[src/rtl/fir_pkg.sv]
// fir_pkg: shared FSM states, width helpers and saturation for the sequential FIR
package fir_pkg;
  typedef enum logic [2:0] {S_IDLE, S_COEF, S_FILT, S_MAC, S_ERR} state_t;
  function automatic int clog2(input int v);
    int r = 0;
    while ((1 << r) < v) r++;
    return r;
  endfunction
  function automatic int accw(input int dw, input int taps);
    return 2 * dw + clog2(taps);
  endfunction
  function automatic logic [63:0] sat(input logic [63:0] v, input int ow);
    logic [63:0] m = (64'd1 << ow) - 64'd1;
    return v > m ? m : v;
  endfunction
endpackage

[src/rtl/fir_mac_seq_if.sv]
// fir_mac_seq_if: sample/coefficient input and filtered result output bundle
interface fir_mac_seq_if #(parameter int DW = 8, parameter int OW = 16);
  logic [DW-1:0] data_in;
  logic coef_enable, sample_enable;
  logic [OW-1:0] data_out;
  logic out_enable, busy, error;
  modport master(output data_in, coef_enable, sample_enable, input data_out, out_enable, busy, error);
  modport slave(input data_in, coef_enable, sample_enable, output data_out, out_enable, busy, error);
endinterface

[src/rtl/fir_mac_acc.sv]
// fir_mac_acc: shared multiplier-accumulator with output shift, saturation and result register
module fir_mac_acc import fir_pkg::*; #(
  parameter int DW = 8,
  parameter int TAPS = 5,
  parameter int OW = 16,
  parameter int SHIFT = 0
) (
  input  logic clk,
  input  logic reset,
  input  logic clear,
  input  logic enable,
  input  logic last,
  input  logic [DW-1:0] x,
  input  logic [DW-1:0] h,
  output logic [OW-1:0] result
);
  localparam int ACCW = accw(DW, TAPS);
  logic [2*DW-1:0] prod;
  logic [ACCW-1:0] acc, sum, sh;
  // product of the current tap added to the running sum, then scaled
  always_comb begin
    prod = {{DW{1'b0}}, x} * {{DW{1'b0}}, h};
    sum = acc + {{(ACCW-2*DW){1'b0}}, prod};
    sh = sum >> SHIFT;
  end
  // accumulate one tap per enabled cycle; latch the saturated result on the last tap
  always_ff @(posedge clk or negedge reset)
    if (!reset) begin
      acc <= '0;
      result <= '0;
    end else begin
      if (clear) acc <= '0;
      else if (enable) acc <= sum;
      if (enable && last) result <= OW'(sat(64'(sh), OW));
    end
endmodule

[src/rtl/fir_mac_seq.sv]
// fir_mac_seq: time-multiplexed FIR with serial coefficient load, saturation and overrun detection
module fir_mac_seq import fir_pkg::*; #(
  parameter int TAPS = 5,
  parameter int DW = 8,
  parameter int OW = 16,
  parameter int SHIFT = 0
) (
  input logic clk,
  input logic reset,
  fir_mac_seq_if.slave bus
);
  localparam int CW = clog2(TAPS);
  localparam logic [CW-1:0] LAST = CW'(TAPS - 1);
  state_t state;
  logic [DW-1:0] h [TAPS];
  logic [DW-1:0] x [TAPS];
  logic [CW-1:0] cnt;
  logic ce, se, accept, step;
  assign ce = bus.coef_enable;
  assign se = bus.sample_enable;
  assign accept = state == S_FILT && se && !ce;
  assign step = state == S_MAC && !se && !ce;
  fir_mac_acc #(.DW(DW), .TAPS(TAPS), .OW(OW), .SHIFT(SHIFT)) u_mac (
    .clk(clk), .reset(reset), .clear(accept), .enable(step), .last(cnt == LAST),
    .x(x[cnt]), .h(h[cnt]), .result(bus.data_out)
  );
  // control FSM owning coefficient and history files, tap counter and status flags
  always_ff @(posedge clk or negedge reset)
    if (!reset) begin
      state <= S_IDLE;
      cnt <= '0;
      bus.out_enable <= 1'b0;
      bus.busy <= 1'b0;
      bus.error <= 1'b0;
      for (int i = 0; i < TAPS; i++) begin
        h[i] <= '0;
        x[i] <= '0;
      end
    end else begin
      bus.out_enable <= 1'b0;
      case (state)
        S_IDLE:
          if (se) begin
            state <= S_ERR;
            bus.error <= 1'b1;
          end else if (ce) begin
            h[0] <= bus.data_in;
            cnt <= CW'(1);
            state <= S_COEF;
          end
        S_COEF:
          if (se || !ce) begin
            state <= S_ERR;
            bus.error <= 1'b1;
          end else begin
            h[cnt] <= bus.data_in;
            cnt <= cnt + 1'b1;
            if (cnt == LAST) begin
              cnt <= '0;
              state <= S_FILT;
            end
          end
        S_FILT:
          if (se && ce) begin
            state <= S_ERR;
            bus.error <= 1'b1;
          end else if (se) begin
            x[0] <= bus.data_in;
            for (int i = 1; i < TAPS; i++) x[i] <= x[i-1];
            cnt <= '0;
            bus.busy <= 1'b1;
            state <= S_MAC;
          end else if (ce) begin
            h[0] <= bus.data_in;
            for (int i = 0; i < TAPS; i++) x[i] <= '0;
            cnt <= CW'(1);
            state <= S_COEF;
          end
        S_MAC:
          if (se || ce) begin
            bus.busy <= 1'b0;
            bus.error <= 1'b1;
            state <= S_ERR;
          end else if (cnt == LAST) begin
            cnt <= '0;
            bus.busy <= 1'b0;
            bus.out_enable <= 1'b1;
            state <= S_FILT;
          end else cnt <= cnt + 1'b1;
        default: ;
      endcase
    end
endmodule

[src/flat_wrapper.sv]
// flat-port wrapper written by rule: the top's interface ports become plain ports
module fir_mac_seq_flat import fir_pkg::*;
#(
  parameter int TAPS = 5,
  parameter int DW = 8,
  parameter int OW = 16,
  parameter int SHIFT = 0
)
  (clk, reset, bus_data_in, bus_coef_enable, bus_sample_enable, bus_data_out, bus_out_enable, bus_busy, bus_error);
  fir_mac_seq_if #(.DW(DW), .OW(OW)) bus_i ();
  input logic clk;
  input logic reset;
  input wire logic [$bits(bus_i.data_in)-1:0] bus_data_in;
  input wire logic [$bits(bus_i.coef_enable)-1:0] bus_coef_enable;
  input wire logic [$bits(bus_i.sample_enable)-1:0] bus_sample_enable;
  output wire logic [$bits(bus_i.data_out)-1:0] bus_data_out;
  output wire logic [$bits(bus_i.out_enable)-1:0] bus_out_enable;
  output wire logic [$bits(bus_i.busy)-1:0] bus_busy;
  output wire logic [$bits(bus_i.error)-1:0] bus_error;
  assign bus_i.data_in = bus_data_in;
  assign bus_i.coef_enable = bus_coef_enable;
  assign bus_i.sample_enable = bus_sample_enable;
  assign bus_data_out = bus_i.data_out;
  assign bus_out_enable = bus_i.out_enable;
  assign bus_busy = bus_i.busy;
  assign bus_error = bus_i.error;
  fir_mac_seq #(.TAPS(TAPS), .DW(DW), .OW(OW), .SHIFT(SHIFT)) u_core (.clk(clk), .reset(reset), .bus(bus_i));
endmodule
[config.mk]
export PLATFORM = sky130hd
export DESIGN_NAME = fir_mac_seq_flat
export DESIGN_NICKNAME = d
export VERILOG_FILES = /design/src/rtl/fir_pkg.sv /design/src/rtl/fir_mac_seq_if.sv /design/src/rtl/fir_mac_acc.sv /design/src/rtl/fir_mac_seq.sv /design/src/flat_wrapper.sv
export SDC_FILE = /design/constraint.sdc
export NUM_CORES = 1
export LEC_CHECK = 0
export ABC_CLOCK_PERIOD_IN_PS = 14200
export BUFFER_PORTS_ARGS = -buffer_cell sky130_fd_sc_hd__buf_2
export CAP_MARGIN = 5
export CORE_MARGIN = 2
export CORE_UTILIZATION = 35
export DETAILED_ROUTE_END_ITERATION = 10
export GPL_TIMING_DRIVEN = 0
export PLACE_DENSITY = 0.61
export SYNTH_ARGS = -nofsm -noshare
export SYNTH_HDL_FRONTEND = slang
export SYNTH_SLANG_ARGS = --single-unit
[constraint.sdc]
create_clock -name clk -period 14.2 [get_ports clk]
set_input_delay 0.71 -clock clk [delete_from_list [all_inputs] [get_ports clk]]
set_output_delay 0.71 -clock clk [all_outputs]
set_load 0.01 [all_outputs]
==> results.toml <==
[routing]
wire_per_inst_um = 15.7
drtIter0Drc = 375
dr_total_vias = 6024
vias_per_cell = 4.97
drc = 0
dr.pass1.iters = 4
wirelength_mm = 19.0
ant_nets = 0

[placed_design]
place_inst = 1181
hpwl_mm = 14.1
io_buffers = 30
place_congestion = 0.811

[sta]
timing.hold.ws_ps = 203
setup_viol = 0
fin_setup_tns_ps = 0
tightest_slew_ps = 1160
max_freq_mhz = 144
hold_viol = 0
slew_viol_final = 0
slew_headroom_pct = 21.8
fin_skew_ps = 11.6
rsz0062_at_grt = "no"
min_period_over_period_pct = 49.0
period_minus_slack_ps = 6950

[cells_and_area]
diodes = 0
final_cell_mix = "dfrtp_1 (124), inv_1 (106), nand2_1 (104)"
fin_util_pct = 40.5
fill_cells = 2270
drive_gt1_share_pct = 17.0
fin_cells = 1213
fin_nets = 989
layout_commonest_cell = "dfrtp_1"
area_growth_syn_to_layout_pct = 14.1

[worst_setup_path]
critPathArrivalTime_ps = 7260
startpoint_type = "register"
path_max_fanout = 10
path_buf_inv = 7
crit_path_end_kind = "register"
crit_chain = "buf_2 -> buf_2 -> mux4_2 -> a22oi_1 -> nor2_1 -> fa_1 -> inv_1 -> fa_1 -> inv_1 -> fa_1 -> inv_1 -> fa_1 -> inv_1 -> ha_1 -> and3_2 -> a221oi_2 -> o21ai_2 -> a211o_1 -> a22oi_4 -> buf_6 -> a31oi_1"
cp.required_ps = 14500
cp_top_family = "adder cells"
crit_type = "register to register"
cpMaxStageDelayCell = "a22oi_1"
cpPeakStageDelay_ps = 780

[floorplan]
die_w_um = 158
num_io_pins = 31
dieHeight_um = 158
start_util_pct = 35.5
die_area_um2 = 24900
coreArea_um2 = 23300
rows = 56

[synth]
async_flop_share_pct = 100
synth_seq_cells = 124
yosysWarnings = 0
syn_area_per_cell_um2 = 9.97
synthesis.area_um2 = 8280
syn_nets = 939
syn_inst = 831
synthFlopType = "dfrtp_1"
synth_edf_count = 0
ys_types = 55
ys_seq_area_share_pct = 37.5

[run_status]
outcome = "finished clean"

[global_routing]
grt_max_degree = 79
gr-total-overflow = 0
grt_pass1_vias = 6174
grt_pass1_wl_mm = 32.1
antenna_found_initial = 0
grt_usage_pct = 16.5

[cts]
cts_tree = "built"
postCtsSetupBuffers = 0
post_cts_resize_count = 0
cts_made_buffers = 17
htree_levels = 4
hold_buffers = 0
clk_latency_ps = 430
clock-root-buffer = "clkbuf_16"
cts.clk_slew.worst_paths_ps = 60
clockBufferDepth = 2
clkSinkCount = 124

[power]
power_density_nw_per_um2 = 87.5
vdd_drop_max_v = 0.0000708
power_uw = 826
leakage_uw = 0.00454

[worst_hold_path]
hp-class = "primary input to asynchronous set/reset pin"

[flow_run]
drv_cap = 0
[sequential cells by signal (all words and copies together), names as in the netlist]
signal	flops
u_core.u_mac.result	16
u_core.bus.busy	1
u_core.u_mac.acc	19
u_core.bus.out_enable	1
u_core.bus.error	1
u_core.state	3
u_core.x	40
u_core.h	40
u_core.cnt	3
[stage by stage]
step	worst slack, ps	instance area, um2
floorplan	8240	8280
global placement	7320	8830
detailed placement	7290	8860
CTS	7290	9450
global route	6870	9450
finish	7250	9450
[kinds of logic (layout without fill, tap and decap cells)]
group	Yosys count	after routing	share of synthesized area, %
fa+ha+maj	96	96	19.0
simple gates	239	239	12.7
mux	59	59	10.2
flops	124	124	37.5
xor+xnor	11	11	1.16
compound gates	160	160	12.5
buf+inv	142	205	6.96
[power by group]
part | total, uW | switching, uW | internal (uW)
Combinational | 35.7 | 24.0 | 11.7
Clock | 433 | 180 | 253
Sequential | 357 | 1.11 | 356
Total | 826 | 205 | 621
[layout make-up]
cell class / instances / area (um2) / area share, %
Multi-Input combinational cell: 565 / 4600 / 48.7
Sequential cell: 124 / 3100 / 32.9
Clock buffer: 19 / 453 / 4.80
Inverter: 107 / 402 / 4.25
Tap cell: 319 / 399 / 4.23
Timing Repair Buffer: 31 / 184 / 1.95
Buffer: 35 / 175 / 1.85
Clock inverter: 13 / 128 / 1.35
[routing by layer]
layer  wire length, um  vias up  GRT usage (%)
met3               620       22           3.42
met2              8560       93           26.2
met5                 0        -              0
li1                  -     2897              -
met1              9470     3012           22.6
met4               340        0           5.28
[synthesized netlist by cell type (all sizes together), types with 2 or more instances]
master,n,area share [%]
a22oi,14,1.4
a31oi,17,1.3
nand2,104,4.7
a41oi,2,0.21
o21a,3,0.27
mux2,41,5.6
a311o,2,0.24
dfrtp,124,37
inv,106,4.8
ha,46,6.9
nor3,7,0.54
nand4,3,0.23
xnor2,5,0.53
a211o,2,0.21
clkbuf,22,1.1
o211ai,2,0.18
mux4,16,4.4
o21bai,2,0.18
nand3,5,0.30
or2,7,0.53
a211oi,4,0.36
nor4,2,0.30
buf,13,0.98
mux2i,2,0.24
a22o,16,1.7
a21o,3,0.29
fa,50,12
o22ai,4,0.30
a21oi,22,1.3
nor2,82,3.7
nor2b,6,0.45
xor2,6,0.63
a32o,3,0.36
nand2b,18,1.4
o21ai,60,3.7
[worst paths after layout]
check                           slack (ps)                                 end                         start  depth (start not counted)
worst min register to register         470        u_core.bus.error$_DFFE_PN0P_  u_core.bus.error$_DFFE_PN0P_                          1
min in group clk                       470        u_core.bus.error$_DFFE_PN0P_  u_core.bus.error$_DFFE_PN0P_                          1
max in group asynchronous            13240    u_core.u_mac.acc[16]$_DFFE_PN0P_                         reset                          2
worst max register to register        7250  u_core.u_mac.result[1]$_DFFE_PN0P_     u_core.cnt[0]$_DFFE_PN0P_                         21
worst max-delay path                  7250  u_core.u_mac.result[1]$_DFFE_PN0P_     u_core.cnt[0]$_DFFE_PN0P_                         21
worst min-delay path                   200            u_core.x[28]$_DFFE_PN0P_                         reset                          1
(Power assumes the default switching activity.)
